**config.mk**
```make
export PLATFORM = sky130hd
export DESIGN_NAME = seg_capture_decoder
export DESIGN_NICKNAME = d
export VERILOG_FILES = /design/src/rtl/seg_pkg.sv /design/src/rtl/seg_to_hex.sv /design/src/rtl/seg_capture_decoder.sv
export SDC_FILE = /design/constraint.sdc
export NUM_CORES = 1
export LEC_CHECK = 0
export ABC_CLOCK_PERIOD_IN_PS = 6900
export BUFFER_PORTS_ARGS = -buffer_cell sky130_fd_sc_hd__buf_2
export CORE_MARGIN = 4
export CORE_UTILIZATION = 43
export CTS_CLUSTER_DIAMETER = 80
export DETAILED_ROUTE_END_ITERATION = 8
export PLACE_DENSITY_LB_ADDON = 0.25
export SYNTH_ARGS = -nofsm -noshare
export SYNTH_HDL_FRONTEND = slang
export SYNTH_SLANG_ARGS = --single-unit
```
**constraint.sdc**
```tcl
create_clock -name CLK -period 6.9 [get_ports CLK]
set_input_delay 0.69 -clock CLK [delete_from_list [all_inputs] [get_ports CLK]]
set_output_delay 0.69 -clock CLK [all_outputs]
set_load 0.01 [all_outputs]
```
**src/rtl/seg_pkg.sv**
```systemverilog
// Shared seven-segment definitions.
// Segment bus is active-low (0 = lit). Bit 7 = a, bits 6..1 = b..g, bit 0 = dp.
// The glyph table is the same one the encoder drives, so both ends agree on
// the digit shapes.
package seg_pkg;

  localparam int SEG_A  = 7;
  localparam int SEG_B  = 6;
  localparam int SEG_C  = 5;
  localparam int SEG_D  = 4;
  localparam int SEG_E  = 3;
  localparam int SEG_F  = 2;
  localparam int SEG_G  = 1;
  localparam int SEG_DP = 0;

  localparam logic [6:0] SEG_BLANK = 7'b1111111;

  // Active-low a..g patterns, entry i is hex glyph i.
  localparam logic [15:0][6:0] SEG_GLYPHS = {
    7'b0111000,  // F
    7'b0110000,  // E
    7'b1000010,  // d
    7'b0110001,  // C
    7'b1100000,  // b
    7'b0001000,  // A
    7'b0000100,  // 9
    7'b0000000,  // 8
    7'b0001111,  // 7
    7'b0100000,  // 6
    7'b0100100,  // 5
    7'b1001100,  // 4
    7'b0000110,  // 3
    7'b0010010,  // 2
    7'b1001111,  // 1
    7'b0000001   // 0
  };

  typedef struct packed {
    logic       valid;   // pattern is one of the 16 glyphs
    logic       blank;   // all of a..g dark
    logic [3:0] nibble;  // decoded value, 0 unless valid
  } hex_dec_t;

endpackage

```
**src/rtl/seg_to_hex.sv**
```systemverilog
// Combinational glyph decoder.
// Ports: pat - active-low a..g pattern (a in bit 6)
//        dec - {valid, blank, nibble}; neither flag set means undecodable.
module seg_to_hex
  import seg_pkg::*;
(
  input  logic [6:0] pat,
  output hex_dec_t   dec
);

  always_comb begin
    dec = '0;
    if (pat == SEG_BLANK) begin
      dec.blank = 1'b1;
    end else begin
      for (int i = 0; i < 16; i++) begin
        if (pat == SEG_GLYPHS[i]) begin
          dec.valid  = 1'b1;
          dec.nibble = 4'(i);
        end
      end
    end
  end

endmodule

```
**src/rtl/seg_capture_decoder.sv**
```systemverilog
// Seven-segment bus capture monitor.
// Samples a multiplexed active-low segment/anode bus, waits for each digit's
// pattern to hold for STABLE_CYCLES samples, decodes it and assembles frames.
// Ports: CLK, Reset (async, active-low)
//        Seg[7:0]          segment bus, active-low, a in bit 7, dp in bit 0
//        Anode[DIGITS-1:0] digit enables, active-low one-hot
//        Digit             per-digit nibble, digit i at [4i+3:4i]
//        Dp / Blank / Err  per-digit dp lit, all-dark, sticky undecodable
//        FrameValue        Digit snapshot at frame completion
//        FrameDone         one-cycle pulse when all digits captured
module seg_capture_decoder
  import seg_pkg::*;
#(
  parameter int DIGITS        = 4,
  parameter int STABLE_CYCLES = 4
) (
  input  logic                  CLK,
  input  logic                  Reset,
  input  logic [7:0]            Seg,
  input  logic [DIGITS-1:0]     Anode,
  output logic [4*DIGITS-1:0]   Digit,
  output logic [DIGITS-1:0]     Dp,
  output logic [DIGITS-1:0]     Blank,
  output logic [DIGITS-1:0]     Err,
  output logic [4*DIGITS-1:0]   FrameValue,
  output logic                  FrameDone
);

  localparam logic [7:0] STABLE = 8'(STABLE_CYCLES);

  logic [7:0]          seg_q, seg_p;
  logic [DIGITS-1:0]   an_q, an_p;
  logic [7:0]          cnt, cnt_nxt;
  logic                captured;
  logic [DIGITS-1:0]   seen, seen_nxt;
  logic                an_ok, same, fire, frame;
  logic [DIGITS-1:0]   sel;
  hex_dec_t            dec;
  logic [4*DIGITS-1:0] digit_nxt;
  logic [DIGITS-1:0]   dp_nxt, blank_nxt, err_nxt;

  seg_to_hex u_dec (
    .pat (seg_q[SEG_A:SEG_G]),
    .dec (dec)
  );

  assign sel   = ~an_q;
  assign an_ok = $onehot(sel);
  assign same  = (seg_q == seg_p) && (an_q == an_p);

  always_comb begin
    if (same && an_ok) cnt_nxt = (cnt >= STABLE) ? STABLE : cnt + 8'd1;
    else               cnt_nxt = an_ok ? 8'd1 : 8'd0;
  end

  // Single capture per dwell: only the cycle the count first hits threshold.
  assign fire = same && an_ok && (cnt_nxt == STABLE) && !captured;

  always_comb begin
    digit_nxt = Digit;
    dp_nxt    = Dp;
    blank_nxt = Blank;
    err_nxt   = Err;
    seen_nxt  = seen;
    if (fire) begin
      for (int i = 0; i < DIGITS; i++) begin
        if (sel[i]) begin
          if (dec.valid) begin
            digit_nxt[4*i +: 4] = dec.nibble;
            blank_nxt[i]        = 1'b0;
            dp_nxt[i]           = ~seg_q[SEG_DP];
            seen_nxt[i]         = 1'b1;
          end else if (dec.blank) begin
            blank_nxt[i] = 1'b1;
            dp_nxt[i]    = ~seg_q[SEG_DP];
            seen_nxt[i]  = 1'b1;
          end else begin
            err_nxt[i] = 1'b1;
          end
        end
      end
    end
  end

  // Frame closes on the capture that fills the seen mask.
  assign frame = fire && (&seen_nxt);

  always_ff @(posedge CLK or negedge Reset) begin
    if (!Reset) begin
      seg_q      <= 8'hFF;
      seg_p      <= 8'hFF;
      an_q       <= '1;
      an_p       <= '1;
      cnt        <= '0;
      captured   <= 1'b0;
      seen       <= '0;
      Digit      <= '0;
      Dp         <= '0;
      Blank      <= '0;
      Err        <= '0;
      FrameValue <= '0;
      FrameDone  <= 1'b0;
    end else begin
      seg_q     <= Seg;
      an_q      <= Anode;
      seg_p     <= seg_q;
      an_p      <= an_q;
      cnt       <= cnt_nxt;
      if (!(same && an_ok)) captured <= 1'b0;
      else if (fire)        captured <= 1'b1;
      Digit     <= digit_nxt;
      Dp        <= dp_nxt;
      Blank     <= blank_nxt;
      Err       <= err_nxt;
      FrameDone <= frame;
      if (frame) begin
        FrameValue <= digit_nxt;
        seen       <= '0;
      end else begin
        seen       <= seen_nxt;
      end
    end
  end

endmodule

```
==> key figures, run 1 <==
Outcome
  • Status: completed

Synth
  • Syn_area_per_cell: ~13 um2
  • Library cells used by synthesis: 62
  • Area leader, netlist: dfrtp_1
  • Register area share after synthesis: 0.571
  • Yosys warnings: 0
  • Largest cells by area after synthesis: dfrtp_1, dfstp_2, mux2_2
  • Async S/R FF share, synth: 1.00
  • Netlist Area Pre-Place: 0.00365 mm2
  • EDFF count, synth: 0
  • #FFs+latches synth: 82
  • Synth Flop Type: dfrtp_1
  • Synth top area share: 0.398
  • Mapped Cells: about 270

Clocking
  • Post_cts resized: 0
  • CTS sink count: 82
  • Clock tree from TritonCTS: done
  • H-tree levels: 3
  • Buffers from clock root to sink, at most: 2
  • Num CTS Buffers: 9
  • CTS clock-pin slew for the worst setup and hold paths: ~0.080 ns
  • CTS root buffer: clkbuf_8
  • Clk_lat worst skew: 0.34 ns
  • Post-CTS setup buffers: 0
  • CTS Hold Buffers Added: 0

Cells and area
  • Util after Layout: 0.510
  • Leading cell type in the layout, fill and taps excluded: dfrtp_1
  • Area Overhead vs Synth: 15.0%
  • Area of the multi-input gates: 0.00144 mm2
  • Layout cells sized above 1: 0.448
  • Commonest non-fill, non-tap cells in the layout: dfrtp_1, buf_2, dfstp_2
  • Design area: approximately 0.0042 mm2
  • Net count, final: 353
  • Fillers: 729
  • Ant. Diodes: 0
  • Final non-filler cell total: 444
  • Sequential Area: between 0.002 and 0.0025 mm2

Critical path
  • Startpoint Class: flip-flop
  • Buf/Inv on CP: 1
  • CP peak stage delay: roughly 0.7 ns
  • CP Class: reg2reg
  • Data required time of the worst path: between 7 and 8 ns
  • CP Max Fanout: 8
  • R2r setup slk: around 3.0 ns
  • WP data arrival: between 4 and 5 ns
  • Crit-path cells: fa_1 -> inv_1 -> ha_1 -> ha_1 -> nor2_1 -> nand2_1 -> nor4_4 -> nand2_4 -> nor3_1 -> mux2_2 -> mux2_1
  • Critical path's slowest cell: nor3_1
  • CP most frequent cell: ha_1
  • CP Capture Type: flip-flop
  • Crit-path leading delay family: simple AND/OR/NAND/NOR gates

Pwr
  • P_leak: 2.09 nW
  • PD cells: around 210 mW/mm2
  • Max IR drop VDD: just over 100 uV

Drt
  • DR WL/cell: around 16 um
  • Via density: ~5
  • DRT Pass-1 Iters: 4
  • First DRT Iteration DRCs: approximately 110
  • Final wirelength: around 7.0 mm
  • Drt drc: 0
  • Vias post-DR: between 2000 and 2500
  • DRT antenna net count: 0

Hold path
  • Hold crit path type: reg2reg

Timing
  • Hold Vio Cnt, Final: 0
  • Skew final: 0.0118 ns
  • Worst slew margin: 0.349
  • Pins Over Slew Limit: 0
  • RSZ-0062 raised after global routing: no
  • Final worst-path cycle share: 0.559
  • Final min period: 3.86 ns
  • Slew @ Worst Pin: slightly below 1 ns
  • Setup TNS: 0 ns
  • Fmax: between 200 and 300 MHz
  • Setup Viol. Count Final: 0

Placed design
  • Placed inst area: ~0.004 mm2
  • GP Congestion: 0.810
  • Hpwl dp: ~5.0 mm
  • Cells after DPL: around 430
  • Port Buffers: slightly below 60

Die
  • Die width: ~100 um
  • Die Y: 100 um
  • Core Box Area: around 0.0082 mm2
  • Initial Util: 0.444
  • IO Count: 59
  • Rows: 33
  • Full die area: between 0.01 and 0.015 mm2

GRT
  • Vias in the first global route: about 2400
  • Pin count of the biggest net entering global routing: just over 80
  • Initial antenna violation count: 0
  • All-Layer GR Usage: 0.152
  • Total grt overflow: 0
  • First-pass GRT wire length: about 12 mm

Job
  • Max-cap violations: 0
-- per-layer routing --
metal,GRT usage,part of all wire
met5,0,0
met3,0.0417,0.058
met2,0.231,0.46
met1,0.209,0.47
met4,0.0560,0.017
-- power breakdown --
part           internal (mW)  leakage (nW)  switching (mW)
clock                  0.163         0.102           0.164
combinational         0.0219         0.936          0.0319
sequential             0.496          1.05          0.0161
total                  0.682          2.09           0.212
-- registers in the layout, indices dropped and copies added (netlist names) --
| name | flops |
|---|---|
| FrameValue | 16 |
| seg_p | 8 |
| seen | 4 |
| captured | 1 |
| Blank | 4 |
| Digit | 16 |
| Dp | 4 |
| an_p | 4 |
| seg_q | 8 |
| Err | 4 |
| an_q | 4 |
| FrameDone | 1 |
| cnt | 8 |
-- area by class of cell --
type                            count  share of cell area
Sequential cell                    82               0.497
Timing Repair Buffer               59              0.0716
Tap cell                          105              0.0313
Clock buffer                        9              0.0295
Clock inverter                      7              0.0143
Inverter                           14              0.0125
Multi-Input combinational cell    168               0.344
-- metrics by stage --
stage	setup slack [ns]	hold slack [ns]	total power, mW
finish	3.04	0.417	0.894
global route	2.83	0.423	0.933
detailed placement	3.00	0.412	0.577
CTS	3.04	0.421	0.905
floorplan	3.57	0.352	0.555
global placement	3.23	0.403	0.575
-- cell usage after synthesis (2+ instances only) --
| cell | instances |
|---|---|
| nor3_1 | 10 |
| nand2_1 | 8 |
| xnor2_2 | 2 |
| nand3_1 | 6 |
| a41o_2 | 2 |
| nor2b_1 | 2 |
| mux2i_1 | 3 |
| nand4_1 | 6 |
| buf_6 | 6 |
| a41oi_1 | 2 |
| dfstp_2 | 24 |
| o21ai_0 | 4 |
| nor2_1 | 22 |
| nor3b_1 | 2 |
| dfrtp_1 | 58 |
| mux2_2 | 16 |
| mux2_1 | 6 |
| mux2_4 | 10 |
| a21oi_1 | 8 |
| ha_1 | 4 |
| buf_2 | 3 |
| o211ai_1 | 2 |
| xnor2_4 | 3 |
| xnor2_1 | 8 |
| nor4_4 | 2 |
| nor4b_1 | 2 |
| and3_2 | 3 |
| inv_1 | 13 |
-- worst paths after layout --
check / from / to / depth (start not counted)
worst max-delay path: an_q[3] / FrameValue[7] / 11
worst min-delay path: an_q[2] / an_p[2] / 0
worst max register to register: an_q[3] / FrameValue[7] / 11
worst min register to register: an_q[2] / an_p[2] / 0
max in group asynchronous: Reset / Err[0] / 1
min in group asynchronous: Reset / cnt[4] / 1
-- kinds of logic (layout without fill, tap and decap cells) --
| family | Yosys count | in the layout | share of synthesized area |
|---|---|---|---|
| DFF | 82 | 82 | 0.571 |
| and+or+nand+nor | 78 | 78 | 0.134 |
| muxes | 35 | 35 | 0.117 |
| AOI/OAI and AO/OA | 32 | 32 | 0.0666 |
| buffers and inverters | 25 | 89 | 0.0401 |
| xor gates and xnor gates | 13 | 13 | 0.0508 |
| adders and majority gates | 5 | 5 | 0.0192 |
| other | 1 | 5 | 0.00103 |
-- worst register-to-register path: stages, from the launching register on --
cell     delay [ns]
dfstp_2        0.63
fa_1           0.44
inv_1          0.07
ha_1           0.14
ha_1           0.22
nor2_1         0.10
nand2_1        0.11
nor4_4         0.47
nand2_4        0.13
nor3_1         0.70
mux2_2         0.43
mux2_1         0.30
(Power assumes the default switching activity.)
==> inputs of run 2 (changes only) <==
- ABC_CLOCK_PERIOD_IN_PS: 6900 -> 3850
- clock period: 6.9 -> 3.85 ns (I/O delays scaled with it)
==> run 2 against run 1 <==
Compared with the run above:
- utilization rose by 0.81 points
- power rose by 84%
- clock power rose by 92%
- count of clock-buffer cells in the layout did not move
- non-clock buffer count rose by 5
- flip-flop and latch count did not move
- combinational power rose by 79%
- routed wire length rose by 2.1%
- hold slack got worse by 0.29 ns
- global-route usage barely moved
- setup slack got worse by 2.7 ns
- first-iteration DRC count fell by 5.3%
- largest power group unchanged
==> key figures, run 2 (synthesized netlist as in run 1, its figures left out) <==
Timing
  • Final worst-path cycle share: 0.900 (+0.340)
  • Pins Over Slew Limit: 0 (unchanged)
  • Fmax: 289 MHz (+11%)
  • Worst slew margin: 0.329 (-0.0206)
  • Setup TNS: 0 ns (unchanged)
  • Hold Vio Cnt, Final: 0 (unchanged)
  • Final min period: 3.46 ns (-0.396 ns)
  • Skew final: 0.00967 ns (-0.00213 ns)
  • Slew @ Worst Pin: 1.01 ns (+0.0308 ns)
  • Setup Viol. Count Final: 0 (unchanged)
  • RSZ-0062 raised after global routing: no

Critical path
  • Buf/Inv on CP: 2 (+1)
  • CP Class: reg2reg
  • Crit path from: an_q[3]
  • CP peak stage delay: 0.62 ns (-0.08 ns)
  • Crit-path cells: fa_1 -> inv_1 -> ha_1 -> ha_1 -> nor2_1 -> nand2_1 -> nor4_4 -> nand2_4 -> nor2_4 -> a21oi_2 -> nor4_4 -> buf_12 -> mux2_1
  • Crit-path leading delay family: simple AND/OR/NAND/NOR gates
  • RR Startpoint: an_q[3]
  • CP Max Fanout: 20 (+12)
  • Startpoint Class: flip-flop
  • Data required time of the worst path: 4.09 ns (-3.03 ns)
  • WP data arrival: 3.70 ns (-0.38 ns)
  • CP Capture Type: flip-flop
  • Critical path's slowest cell: dfstp_2

Placed design
  • GP Congestion: 0.777 (-4.1%)
  • Port Buffers: 58 (unchanged)
  • Placed inst area: 0.00406 mm2 (+1.2%)
  • Hpwl dp: 5.01 mm (+0.16%)

Pwr
  • PD cells: 386 mW/mm2 (+81%)
  • Pwr Total: 1.65 mW (+84%)
  • P_leak: 2.11 nW (+1.2%)
  • Max IR drop VDD: 220 uV (+110%)

GRT
  • All-Layer GR Usage: 0.152 (about the same)
  • Pin count of the biggest net entering global routing: 83 (unchanged)
  • Initial antenna violation count: 0 (unchanged)
  • Vias in the first global route: 2371 (-0.63%)
  • Total grt overflow: 0 (unchanged)
  • First-pass GRT wire length: 11.8 mm (-1.7%)

Job
  • Max-cap violations: 0 (unchanged)

Hold path
  • Hold crit path type: in2reg
  • Hold path start: Anode[3]

Die
  • Rows: 33 (unchanged)
  • Initial Util: 0.444 (unchanged)
  • Full die area: 0.0100 mm2 (unchanged)
  • Core Box Area: 0.00822 mm2 (unchanged)
  • Die width: 100 um (unchanged)
  • IO Count: 59 (unchanged)
  • Die Y: 100 um (unchanged)

Cells and area
  • Net count, final: 358 (+1.4%)
  • Top flop regs: Digit (16), FrameValue (16)
  • Layout cells sized above 1: 0.453 (+0.00511)
  • Leading cell type in the layout, fill and taps excluded: dfrtp_1
  • Ant. Diodes: 0 (unchanged)
  • Commonest non-fill, non-tap cells in the layout: dfrtp_1, buf_2, dfstp_2
  • Design area: 0.00426 mm2 (+1.6%)
  • Area Overhead vs Synth: 16.8%

Clocking
  • Num CTS Buffers: 9 (unchanged)
  • CTS Hold Buffers Added: 0 (unchanged)
  • CTS sink count: 82 (unchanged)
  • CTS clock-pin slew for the worst setup and hold paths: 0.09 ns (about the same)
  • Post-CTS setup buffers: 0 (unchanged)
  • Clk_lat worst skew: 0.35 ns (about the same)
  • H-tree levels: 3 (unchanged)
  • Buffers from clock root to sink, at most: 2 (unchanged)
  • Clock tree from TritonCTS: done
  • Post_cts resized: 0 (unchanged)
  • CTS root buffer: clkbuf_8

Drt
  • DRT Pass-1 Iters: 4 (unchanged)
  • First DRT Iteration DRCs: 107 (-5.3%)
  • DRT antenna net count: 0 (unchanged)
  • DR WL/cell: 16.0 um (+0.98%)
  • Via density: 5.00 (-1.2%)
  • Vias post-DR: 2243 (-0.089%)
  • Drt drc: 0 (unchanged)
  • Final wirelength: 7.18 mm (+2.1%)

Outcome
  • Status: completed
==> run 2: path summary, 6_finish.rpt <==
check / endpoint / cells after the start / slack, ns
min reg2reg: an_p[1] / 0 / 0.41
max reg2reg: FrameValue[11] / 13 / 0.39
min: an_q[3] / 1 / 0.13
max in group asynchronous: FrameValue[0] / 1 / 3.00
max: FrameValue[11] / 13 / 0.39
min in group asynchronous: cnt[5] / 1 / 0.19
==> run 2: through the flow <==
step            util  hold WS (ns)  instances  worst slack, ns
3_3_place_gp   0.494         0.399        433            0.492
4_1_cts        0.518         0.105        449            0.370
3_5_place_dp   0.494         0.406        433            0.386
5_1_grt        0.518         0.106        449            0.170
2_1_floorplan      -        0.0894        275            0.517
6_report       0.518         0.127        449            0.387
==> run 2: where the power goes <==
| part | switching, mW | internal [mW] |
|---|---|---|
| Clock | 0.326 | 0.304 |
| Combinational | 0.0571 | 0.0393 |
| Sequential | 0.0293 | 0.890 |
| Total | 0.412 | 1.23 |
==> run 2: area by class of cell <==
cell class	count	area [um2]
fill	739	3960
tap	105	131
multi-input combinational	168	1440
clock inverter	7	76.3
clock buffer	9	124
inverter	14	52.6
sequential	82	2080
timing repair buffer	64	350
==> run 2: layer usage <==
metal,track usage,vias up,part of all wire
li1,-,1083,-
met1,0.206,1104,0.47
met2,0.227,46,0.46
met3,0.0424,10,0.055
met4,0.0684,0,0.017
met5,0,-,0
==> inputs of run 3 (changes only) <==
- ABC_AREA: default -> 1
- CTS_BUF_LIST: default -> sky130_fd_sc_hd__clkbuf_8
- CTS_CLUSTER_SIZE: default -> 30
==> run 3 against run 2 <==
Compared with the run above:
- sequential power is 1% lower
- clock power is 12% lower
- flip-flop and latch count stayed put
- critical path depth is 1 higher
- synthesized area is 7.7% higher
- critical path type unchanged
==> key figures, run 3 <==
Timing
  • Final min period: 3.49 ns (+0.0307 ns)
  • Fin worst setup slack: 0.356 ns (-0.0307 ns)
  • Setup TNS: 0 ns (unchanged)
  • Slew @ Worst Pin: 1.01 ns (+0.00134 ns)
  • Hold Vio Cnt, Final: 0 (unchanged)
  • Fmax: 286 MHz (-0.88%)
  • Skew final: 0.0112 ns (+0.00148 ns)
  • RSZ-0062 raised after global routing: no
  • Setup Viol. Count Final: 0 (unchanged)
  • Worst slew margin: 0.328 (-0.000893)
  • Final worst-path cycle share: 0.908 (+0.00796)
  • Pins Over Slew Limit: 0 (unchanged)

Clocking
  • Post_cts resized: 0 (unchanged)
  • Num CTS Buffers: 9 (unchanged)
  • CTS Hold Buffers Added: 0 (unchanged)
  • H-tree levels: 3 (unchanged)
  • Clock tree from TritonCTS: done
  • CTS sink count: 82 (unchanged)
  • Post-CTS setup buffers: 0 (unchanged)
  • Clk_lat worst skew: 0.35 ns (about the same)
  • Buffers from clock root to sink, at most: 2 (unchanged)
  • CTS clock-pin slew for the worst setup and hold paths: 0.08 ns (about the same)
  • CTS root buffer: clkbuf_8

Synth
  • Register area share after synthesis: 0.530 (-0.0406)
  • Synth top area share: 0.370 (-0.0283)
  • Commonest cells post-synth: nand2_1, inv_1, dfrtp_1
  • Yosys warnings: 0 (unchanged)
  • Area leader, netlist: dfrtp_1
  • Async S/R FF share, synth: 1.00 (unchanged)
  • Top-count cell post-synth: nand2_1
  • Synth Flop Type: dfrtp_1
  • #FFs+latches synth: 82 (unchanged)
  • EDFF count, synth: 0 (unchanged)
  • Largest cells by area after synthesis: dfrtp_1, dfstp_2, nand2_1
  • Netlist Area Pre-Place: 0.00393 mm2 (+7.7%)
  • Syn_area_per_cell: 9.01 um2 (-33%)
  • Library cells used by synthesis: 35 (-44%)
  • Mapped Cells: 436 (+61%)

Cells and area
  • Area Overhead vs Synth: 14.6%
  • Fillers: 836 (+13%)
  • Commonest non-fill, non-tap cells in the layout: nand2_1, inv_1, dfrtp_1
  • Layout cells sized above 1: 0.286 (-0.167)
  • Final non-filler cell total: 618 (+38%)
  • Leading cell type in the layout, fill and taps excluded: nand2_1
  • Ant. Diodes: 0 (unchanged)
  • Top flop regs: Digit (16), FrameValue (16)
  • Net count, final: 524 (+46%)

Drt
  • Via density: 4.80 (-4.0%)
  • DRT Pass-1 Iters: 4 (unchanged)
  • First DRT Iteration DRCs: 134 (+25%)
  • Vias post-DR: 2965 (+32%)
  • DR WL/cell: 13.2 um (-18%)
  • Final wirelength: 8.14 mm (+14%)
  • Drt drc: 0 (unchanged)
  • DRT antenna net count: 0 (unchanged)

Job
  • Max-cap violations: 0 (unchanged)

Placed design
  • Cells after DPL: 602 (+39%)
  • Pre-CTS setup slack: 0.345 ns (-0.0409 ns)
  • GP Congestion: 0.878 (+13%)
  • Hpwl dp: 5.83 mm (+16%)
  • Port Buffers: 58 (unchanged)

Critical path
  • WP data arrival: 3.72 ns (+0.02 ns)
  • CP Max Fanout: 17 (-15%)
  • Startpoint Class: flip-flop
  • CP Class: reg2reg
  • CP peak stage delay: 0.64 ns (+0.02 ns)
  • Crit-path cells: fa_1 -> inv_1 -> ha_1 -> ha_1 -> nor3b_1 -> nand3_4 -> nor2_8 -> nand3_2 -> nor2_8 -> nand2_2 -> nand2_4 -> nand3_4 -> nor2_2 -> a21oi_1
  • Critical path's slowest cell: dfstp_2
  • Data required time of the worst path: 4.08 ns (about the same)
  • CP Capture Type: flip-flop

Hold path
  • Hold crit path type: in2reg

Die
  • Full die area: 0.0107 mm2 (+7.0%)
  • Die Y: 104 um (+3.5%)
  • IO Count: 59 (unchanged)
  • Initial Util: 0.446 (+0.00198)
  • Die width: 104 um (+3.5%)
  • Rows: 34 (+3.0%)
  • Core Box Area: 0.00881 mm2 (+7.2%)

Pwr
  • Logic pwr share: 0.059 (about the same)
  • Max IR drop VDD: 156 uV (-29%)
  • PD cells: 345 mW/mm2 (-11%)
  • P_leak: 2.46 nW (+16%)
  • P_sw: 0.386 mW (-6.4%)
  • Clk network pwr share: 0.356 (-0.027)
  • Internal Power: 1.16 mW (-5.6%)
  • Flop pwr share: 0.585 (+0.027)
  • Net Sw Frac: 0.249 (-0.00161)

GRT
  • Vias in the first global route: 2983 (+26%)
  • Total grt overflow: 0 (unchanged)
  • Initial antenna violation count: 0 (unchanged)
  • All-Layer GR Usage: 0.161 (+0.00918)
  • First-pass GRT wire length: 14.2 mm (+20%)
  • Pin count of the biggest net entering global routing: 83 (unchanged)

Outcome
  • Status: completed
[run 3: changes by cell type in the layout (fill, tap and decap cells not counted), sizes merged, moves of 16 or more]
cell,before,now
inv,16,75
mux2,32,0
nand2,9,109
nand3,6,39
nor2,23,62
o21ai,5,21
o21bai,0,16
[run 3: per-layer routing]
layer,up-vias,global-route usage,wire [um],part of all wire
met5,-,0,0,0
met4,0,0.0551,70,0.0086
met3,8,0.0348,438,0.054
met2,74,0.264,3920,0.48
met1,1381,0.212,3720,0.46
li1,1502,-,-,-
[run 3: kinds of logic after synthesis]
| logic type | share of synthesized area |
|---|---|
| AND/OR/NAND/NOR | 0.276 |
| XOR/XNOR | 0.00892 |
| buffers and inverters | 0.0809 |
| AO/OA/AOI/OAI | 0.0854 |
| other | 0.000955 |
| flip-flops | 0.530 |
| adder cells (fa/ha/maj) | 0.0178 |
[run 3: worst paths after layout]
path / startpoint / end / slack (ns) / cells after the start
max: an_q[0] / seen[0] / 0.36 / 14
min: Seg[0] / seg_q[0] / 0.12 / 1
max reg2reg: an_q[0] / seen[0] / 0.36 / 14
min reg2reg: seg_q[5] / seg_p[5] / 0.39 / 0
max in group asynchronous: Reset / cnt[3] / 2.99 / 1
min in group asynchronous: Reset / Blank[2] / 0.16 / 1
[run 3: layout make-up]
class                      instances  area, um2  area share
clock buffer                      10        138      0.0306
clock inverter                     6       36.3     0.00807
inverter                          72        273      0.0606
multi-input combinational        282       1540       0.343
sequential                        82       2080       0.463
tap                              108        135      0.0300
timing repair buffer              58        293      0.0651
[run 3: power by group through the flow]
stage / clock (mW) / sequential [mW] / combinational (mW)
3_5_place_dp: 0 / 0.923 / 0.0932
4_1_cts: 0.573 / 0.907 / 0.0940
3_3_place_gp: 0 / 0.922 / 0.0915
2_1_floorplan: 0 / 0.918 / 0.0550
6_report: 0.553 / 0.906 / 0.0915
5_1_grt: 0.611 / 0.910 / 0.108
[run 3: critical path: cells and delay by family, from the launching register on]
kind	cells	cell delay (ns)
simple gates	9	1.82
fa+ha+maj	3	0.79
flops	1	0.64
buf+inv	1	0.07
compound gates	1	0.06
[run 3: per-stage QoR]
stage / total power [mW] / utilization / area, um2 / hold WS [ns]
4_1_cts: 1.57 / 0.511 / 4500 / 0.106
2_1_floorplan: 0.973 / - / 3940 / 0.0894
5_1_grt: 1.63 / 0.511 / 4500 / 0.101
6_report: 1.55 / 0.511 / 4500 / 0.122
3_5_place_dp: 1.02 / 0.491 / 4320 / 0.382
3_3_place_gp: 1.01 / 0.491 / 4320 / 0.381
